$ cat src/rtl/npc_predict_unit.sv
// npc_predict_unit: fetch PC register with BTB/2-bit-counter prediction and D-stage branch resolution
module npc_predict_unit #(
    parameter int ADDR_W = 32,
    parameter int ENTRIES = 16,
    parameter logic [ADDR_W-1:0] RESET_PC = 32'h0000_3000,
    parameter int CNT_W = 32
) (
    input  logic              clk,
    input  logic              reset,
    input  logic              stall,
    output logic [ADDR_W-1:0] pc,
    output logic              pred_taken,
    output logic [ADDR_W-1:0] pred_target,
    input  logic              res_valid,
    input  logic [ADDR_W-1:0] res_pc,
    input  logic [2:0]        jump_signal,
    input  logic [15:0]       addr16,
    input  logic [25:0]       addr26,
    input  logic [ADDR_W-1:0] rs,
    input  logic              cmp_eq,
    input  logic              res_pred_taken,
    input  logic [ADDR_W-1:0] res_pred_target,
    output logic              flush,
    output logic [CNT_W-1:0]  br_cnt,
    output logic [CNT_W-1:0]  miss_cnt
);
    localparam int IDX_W = $clog2(ENTRIES);
    localparam int TAG_W = ADDR_W - IDX_W - 2;

    logic              v   [ENTRIES];
    logic [TAG_W-1:0]  tag [ENTRIES];
    logic [ADDR_W-1:0] tgt [ENTRIES];
    logic [1:0]        ctr [ENTRIES];
    logic              unc [ENTRIES];

    logic [IDX_W-1:0]  idx, ridx;
    logic [TAG_W-1:0]  rtag;
    logic              hit, rhit, is_beq, is_jal, is_jr, is_bne, ctrl, uncond, taken;
    logic [ADDR_W-1:0] seq, act_tgt, redirect;

    // Lookup on the fetch PC and resolution of the D-stage instruction
    always_comb begin
        idx = pc[IDX_W+1:2];
        hit = v[idx] && tag[idx] == pc[ADDR_W-1:IDX_W+2];
        pred_taken = hit && (unc[idx] || ctr[idx][1]);
        pred_target = pred_taken ? tgt[idx] : pc + ADDR_W'(4);
        ridx = res_pc[IDX_W+1:2];
        rtag = res_pc[ADDR_W-1:IDX_W+2];
        rhit = v[ridx] && tag[ridx] == rtag;
        is_beq = jump_signal == 3'd1;
        is_jal = jump_signal == 3'd2;
        is_jr = jump_signal == 3'd3;
        is_bne = jump_signal == 3'd4;
        ctrl = is_beq || is_jal || is_jr || is_bne;
        uncond = is_jal || is_jr;
        taken = uncond || (is_beq && cmp_eq) || (is_bne && !cmp_eq);
        seq = res_pc + ADDR_W'(4);
        act_tgt = is_jr ? rs : is_jal ? {seq[ADDR_W-1:28], addr26, 2'b00}
                : seq + {{(ADDR_W-18){addr16[15]}}, addr16, 2'b00};
        redirect = taken ? act_tgt : seq;
        flush = res_valid && !reset && (taken != res_pred_taken
                || (taken && res_pred_taken && act_tgt != res_pred_target));
    end

    // PC register: a redirect beats stall, otherwise follow the prediction
    always_ff @(posedge clk or posedge reset) begin
        if (reset) pc <= RESET_PC;
        else if (flush) pc <= redirect;
        else if (!stall) pc <= pred_target;
    end

    // BTB valid/counter/uncond state: train on hits, allocate on taken misses, drop aliases
    always_ff @(posedge clk or posedge reset) begin
        if (reset) begin
            for (int i = 0; i < ENTRIES; i++) begin
                v[i] <= 1'b0;
                ctr[i] <= 2'b00;
                unc[i] <= 1'b0;
            end
        end else if (res_valid) begin
            if (ctrl && rhit) begin
                ctr[ridx] <= taken ? (ctr[ridx] == 2'b11 ? 2'b11 : ctr[ridx] + 2'd1)
                                   : (ctr[ridx] == 2'b00 ? 2'b00 : ctr[ridx] - 2'd1);
                if (uncond) unc[ridx] <= 1'b1;
            end else if (ctrl && taken) begin
                v[ridx] <= 1'b1;
                ctr[ridx] <= uncond ? 2'b11 : 2'b10;
                unc[ridx] <= uncond;
            end else if (!ctrl && rhit) begin
                v[ridx] <= 1'b0;
            end
        end
    end

    // BTB tag/target payload, meaningful only while the entry is valid
    always_ff @(posedge clk) begin
        if (res_valid && ctrl && taken) begin
            tgt[ridx] <= act_tgt;
            if (!rhit) tag[ridx] <= rtag;
        end
    end

    // Saturating performance counters
    always_ff @(posedge clk or posedge reset) begin
        if (reset) begin
            br_cnt <= '0;
            miss_cnt <= '0;
        end else begin
            if (res_valid && ctrl && br_cnt != '1) br_cnt <= br_cnt + CNT_W'(1);
            if (flush && miss_cnt != '1) miss_cnt <= miss_cnt + CNT_W'(1);
        end
    end
endmodule
$ cat config.mk
export PLATFORM = sky130hd
export DESIGN_NAME = npc_predict_unit
export DESIGN_NICKNAME = d
export VERILOG_FILES = /design/src/rtl/npc_predict_unit.sv
export SDC_FILE = /design/constraint.sdc
export NUM_CORES = 2
export LEC_CHECK = 0
export ABC_AREA = 0
export CAP_MARGIN = 10
export CORE_MARGIN = 3
export CORE_UTILIZATION = 55
export DETAILED_ROUTE_END_ITERATION = 12
export GPL_ROUTABILITY_DRIVEN = 0
export HOLD_SLACK_MARGIN = 0.03
export PLACE_DENSITY = 0.76
export SLEW_MARGIN = 30
export SYNTH_ARGS = -nofsm -noshare
export SYNTH_HDL_FRONTEND = slang
export SYNTH_SLANG_ARGS = --single-unit
export TNS_END_PERCENT = 1
$ cat constraint.sdc
create_clock -name clk -period 8.3 [get_ports clk]
set_input_delay 1.66 -clock clk [delete_from_list [all_inputs] [get_ports clk]]
set_output_delay 1.66 -clock clk [all_outputs]
set_load 0.01 [all_outputs]
After elaboration in Yosys (flattened, before gate mapping)
Memories as Yosys holds them, arrays and structs flattened.
Cells that the tools add are included.

cells by class
  add/subtract/negate cells = 7
  $lt $le $gt $ge = 3
  eq/ne operators = 13
  multiplexer cells = 44
  bitwise gates (word level) = 7
  reductions and logical operators = 34

operators with widths
  kind                     count
  $mux W32                 8
  $mux W16                 5
  $add A32 B1 Y32 const B  2
  $add A32 B3 Y32 const B  2
  $bwmux W32               2
  $ne A32 B32 Y1 const B   2
  $eq A26 B26 Y1           2
  $add A32 B32 Y32         1
  $ne A32 B32 Y1           1
  $or A16 B16 Y16          2
  $logic_and A1 B1 Y1      17
  $and A16 B16 Y16         1
  $bmux W2 S4              2
  $bwmux W16               1
  $mux W2                  8
  $not A16 Y16             1
  $mux W1                  13
  $bmux W1 S4              3
  $ge A5 B5 Y1 const B     2
  $not A4 Y5               2
  $demux W2 S4             1
  $logic_or A1 B1 Y1       8
  $eq A3 B2 Y1 const B     2
  $reduce_and A3 Y1        2
  other kinds (15)         18

storage, ports and cells
  bits in registers = 160
  bits in writable memories = 928
  input port bits = 147
  output and inout port bits = 130
  word-level logic and storage cells = 161
  memories = 2

memories
  name  words  width  read ports  clocked after Yosys merged registers in  wr ports  RTL line  source
  tgt   16     32     1           0                                        1         32        logic [ADDR_W-1:0] tgt [ENTRIES];
  tag   16     26     2           0                                        1         31        logic [TAG_W-1:0] tag [ENTRIES];

Logic depth before layout (Yosys ltp)
  depth in word-level cells = 9
  depth in mapped cells = 25
  mapped depth without buffers = 21

Worst setup path before layout
OpenSTA, ideal clock, no wires.

  kind = input -> output
  from = input res_pc[2]
  to = output flush
  arrival = 6.345 ns
  required time = 6.640 ns
  path slack = 0.295 ns
  stages = 18
  buffers on the path = 4
  path through = buf_4 buf_4 buf_1 inv_1 ha_1 fa_1 a211oi_1 o21a_1 o21ai_0 xnor2_1 o21ai_0 xor2_1 a2111o_1 nor4_1 nand4_1 o21ai_4 inv_2 buf_2

on the way
  longest elaborated chain between the ends = 8

RTL lines
  item                   RTL line  source
  start: declaration     15        input logic [ADDR_W-1:0] res_pc,
  $add A32 B3 Y32        57        seq = res_pc + ADDR_W'(4);
  $add A32 B32 Y32       59        : seq + {{(ADDR_W-18){addr16[15]}}, addr16, 2'b00};
  $mux W32 (2 in a row)  58        act_tgt = is_jr ? rs : is_jal ? {seq[ADDR_W-1:28], addr26, 2'b00}
  via act_tgt[10]        39        logic [ADDR_W-1:0] seq, act_tgt, redirect;
  $ne A32 B32 Y1         62        || (taken && res_pred_taken && act_tgt != res_pred_target));
  $logic_and A1 B1 Y1    62
  $logic_or A1 B1 Y1     62
  $logic_and A1 B1 Y1    61        flush = res_valid && !reset && (taken != res_pred_taken
  end: declaration       23        output logic flush,

The timed path passes the listed nets, and every way through them passes these cells.

Worst setup path after layout
  from = input res_pc[7]
  to = output flush

Same word-level chain as after synthesis.

==> results.cfg <==
[status]
status = completed

[logic_synthesis]
synth_nets = 3411
async_reset_ff_share_pct = 14.7
postSynthCellCount = 3226
syn_avg_cell_area_sq_um = 16.1
yosys_warnings = 0
seq_area_frac_synth_pct = 61.4
synth_edf_count = 928
ys.flop_type = edfxtp_1
synth_seq_cells = 1088
syn-cell-area_sq_um = 51900
synth_cell_type_count = 86

[min_path]
hold_class = reg2reg

[power_and_ir_drop]
p_sw_w = 0.00491
leakagePower_nw = 21.1
p_comb_share_pct = 26.3
ir_drop_mv = 0.249
seqPwrFrac_pct = 42.4
clkPwrFrac_pct = 31.3
swShare_pct = 30.7
internal-power_w = 0.0111
pwr_density_cell_nw_per_um2 = 259

[drt]
ant_nets = 0
drt-total-wl_mm = 164
drc_errors = 0
via_count = 34500
firstDrtPassIters = 8
routedWlPerCell_microns = 32.5
drtIter0Drc = 5466
vias_per_cell = 6.86

[cts]
clk-insertion-delay-late_ns = 0.72
cts_made_buffers = 109
cts_buffer_depth = 3
post_cts_buffers = 0
cts-root-buf = clkbuf_16
postCtsHoldBufs = 0
tritoncts = yes
clk_pin_slew_ns = 0.06
h-tree-depth = 3
cts.sinks = 1088

[die]
rows = 112
die_x_microns = 313
core_sq_um = 93500
top_level_ports = 277
start_util_pct = 55.5
die_area_sq_um = 98100
die_h_microns = 313

[worst_setup_path]
arrival_ns = 6.45
critPathSlowestCell = or4_1
cp_max_fo = 3
crit_chain = clkdlybuf4s50_1, buf_4, and4_1, buf_4, nand3_1, nor2_2, nand2_1, xnor2_2, ha_1, a211oi_2, o21bai_1, o31a_1, buf_4, or4_1, a31oi_4, inv_1, xnor2_1, o2111ai_1, and4bb_1, nand4_1, o21ai_4, inv_2, dlymetal6s2s_1
cp-start-kind = input port
path_buf_inv = 7
path_class = in2out
cpPeakStageDelay_ns = 0.52
cp-end-kind = output port
cpLargestDelayFamily = simple AND/OR/NAND/NOR gates
cp_common_cell = buf_4
cp_data_required_time_ns = 6.64

[sta]
finalClockSkew_ns = 0.0375
drv_slew = 0
whs_ns = 0.488
hold_viol = 0
relSlewSlack_pct = 31.7
setup_viol = 0
layout_worst_path_cycle_share_pct = 97.7
max_freq_ghz = 0.123
setup_tns_ns = 0
fin_crit_ns = 8.11
rsz0062_at_grt = no
worstMarginPinSlew_ns = 1.02

[global_route]
antenna_found_initial = 8
grt_max_degree = 113
grt_pass1_vias = 34300
grtUsageTotal_pct = 33.4
grt_overflow = 0
grt_pass1_wl_mm = 236

[layout]
regArea_sq_um = 31900
final_nets = 3874
drive_gt1_share_pct = 25.5
stdcell_area_sq_um = 61600
syn_to_final_growth_pct = 18.7
final_cells = 5039
fill_cells = 6395
multiInputGateArea_sq_um = 19300

[placed_design]
dp.cells = 4831
port_buffers = 276
hpwl_mm = 104
dpl_cell_area_sq_um = 57800

[run]
drv_cap = 0
[layout by cell type, fill, tap and decap left out, types with 16 or more instances in the layout]
cell and count:
ha_1 37, nor3_1 48, a21oi_1 124, o21ai_1 26, mux2i_1 115, a211oi_1 16
dfrtp_1 154, mux4_2 407, nor3_2 18, and2_1 31, o211ai_1 20, clkbuf_16 109
xor2_1 86, o21ai_0 115, clkinv_1 18, mux2_2 19, nor4_1 22, nor2_4 16
and3_1 32, clkbuf_1 25, clkinv_2 22, inv_1 34, xnor2_1 127, buf_4 268
nand2b_1 26, nand4_1 47, nand3_1 68, nand2_1 140, nor2_1 152, clkdlybuf4s50_1 268
edfxtp_1 928
[worst paths after layout]
path / start / end / slack, ns / cells after the start
worst min register to register: miss_cnt[12]$_DFFE_PP0P_ / miss_cnt[12]$_DFFE_PP0P_ / 0.49 / 1
max in group asynchronous: reset / br_cnt[26]$_DFFE_PP0P_ / 5.83 / 3
worst max-delay path: res_pc[7] / flush / 0.19 / 23
worst max register to register: pc[2]$_DFFE_PP0P_ / pc[30]$_DFFE_PP0P_ / 2.79 / 12
worst min-delay path: miss_cnt[12]$_DFFE_PP0P_ / miss_cnt[12]$_DFFE_PP0P_ / 0.49 / 1
min in group asynchronous: reset / pc[9]$_DFFE_PP0P_ / 1.34 / 2
[per-layer routing]
metal,track usage [%],part of all wire [%]
met5,0,0.030
met3,9.98,13
met1,44.6,35
met4,14.9,5.1
met2,51.4,47
[power groups by stage]
stage | clock, W | sequential, W | combinational, W
after floorplan | 0 | 0.00655 | 0.00257
after global placement | 0 | 0.00686 | 0.00401
after detailed placement | 0 | 0.00687 | 0.00407
after CTS | 0.00504 | 0.00676 | 0.00411
after global routing | 0.00525 | 0.00678 | 0.00439
final | 0.00499 | 0.00678 | 0.00420
[Yosys cell counts (25+ instances only)]
library cell    n  area [sq um]
xor2_1         87           762
xnor2_1       131          1150
inv_1          35           131
buf_1          43           161
nor4_1         25           156
and3_1         32           200
nand2b_1       27           169
o21ai_0       124           621
nor3_1         65           325
mux4_2        407          9170
buf_2          53           265
mux2i_1       116          1160
nand3_1        68           340
dfrtp_1       158          3950
clkbuf_1       94           353
nand4_1        47           294
and2_1         31           194
a21oi_1       125           626
nor2_1        172           646
edfxtp_1      928         27900
ha_1           37           463
nand2_1       141           529
[worst reg2reg max path: stages, from the launching register on]
cell and delay (ns):
dfrtp_4 1.00, buf_4 0.49, mux4_2 0.56, mux4_2 0.52, xnor2_1 0.17, nand4_1 0.28, nor3_2 0.30, nand3_2 0.47
buf_4 0.37, nor2_1 0.28, a21oi_1 0.27, mux2_2 0.40, mux2_1 0.29
[what timing repair did]
| action | CTS | global route |
|---|---|---|
| gates resized for setup | 13 | 6 |
| pin swaps | 2 | 2 |
| setup endpoints to repair | 1 | 1 |
[final cells by class]
cell class / instances / area share, %
clock buffers: 138 / 4.67
flip-flops and latches: 1088 / 51.8
diodes: 2 / 0.00812
inverters: 38 / 0.240
repair buffers: 558 / 8.18
multi-input cells: 1894 / 31.4
clock inverters: 67 / 1.24
well taps: 1254 / 2.55
[stage by stage]
step,total power [W],worst slack [ns],utilization (%)
after CTS,0.0159,0.00934,65.8
after detailed placement,0.0109,-0.230,61.9
after global routing,0.0164,0.0434,65.9
after global placement,0.0109,-0.146,61.8
final,0.0160,0.188,65.9
after floorplan,0.00911,0.295,-
[cell families after synthesis]
| family | synth area share [%] |
|---|---|
| flip-flops | 61.4 |
| AND/OR/NAND/NOR | 6.50 |
| multiplexers | 20.4 |
| AO/OA/AOI/OAI | 4.85 |
| buffers and inverters | 2.03 |
| XOR/XNOR | 3.81 |
| adder cells (fa/ha/maj) | 0.931 |
[registers in the layout (all words and copies together) (netlist names), named ones only]
| register | count |
|---|---|
| miss_cnt | 32 |
| br_cnt | 32 |
| tag | 416 |
| unc | 16 |
| ctr | 32 |
| pc | 32 |
| tgt | 512 |
Note: power is estimated with default switching activity, not from simulation.
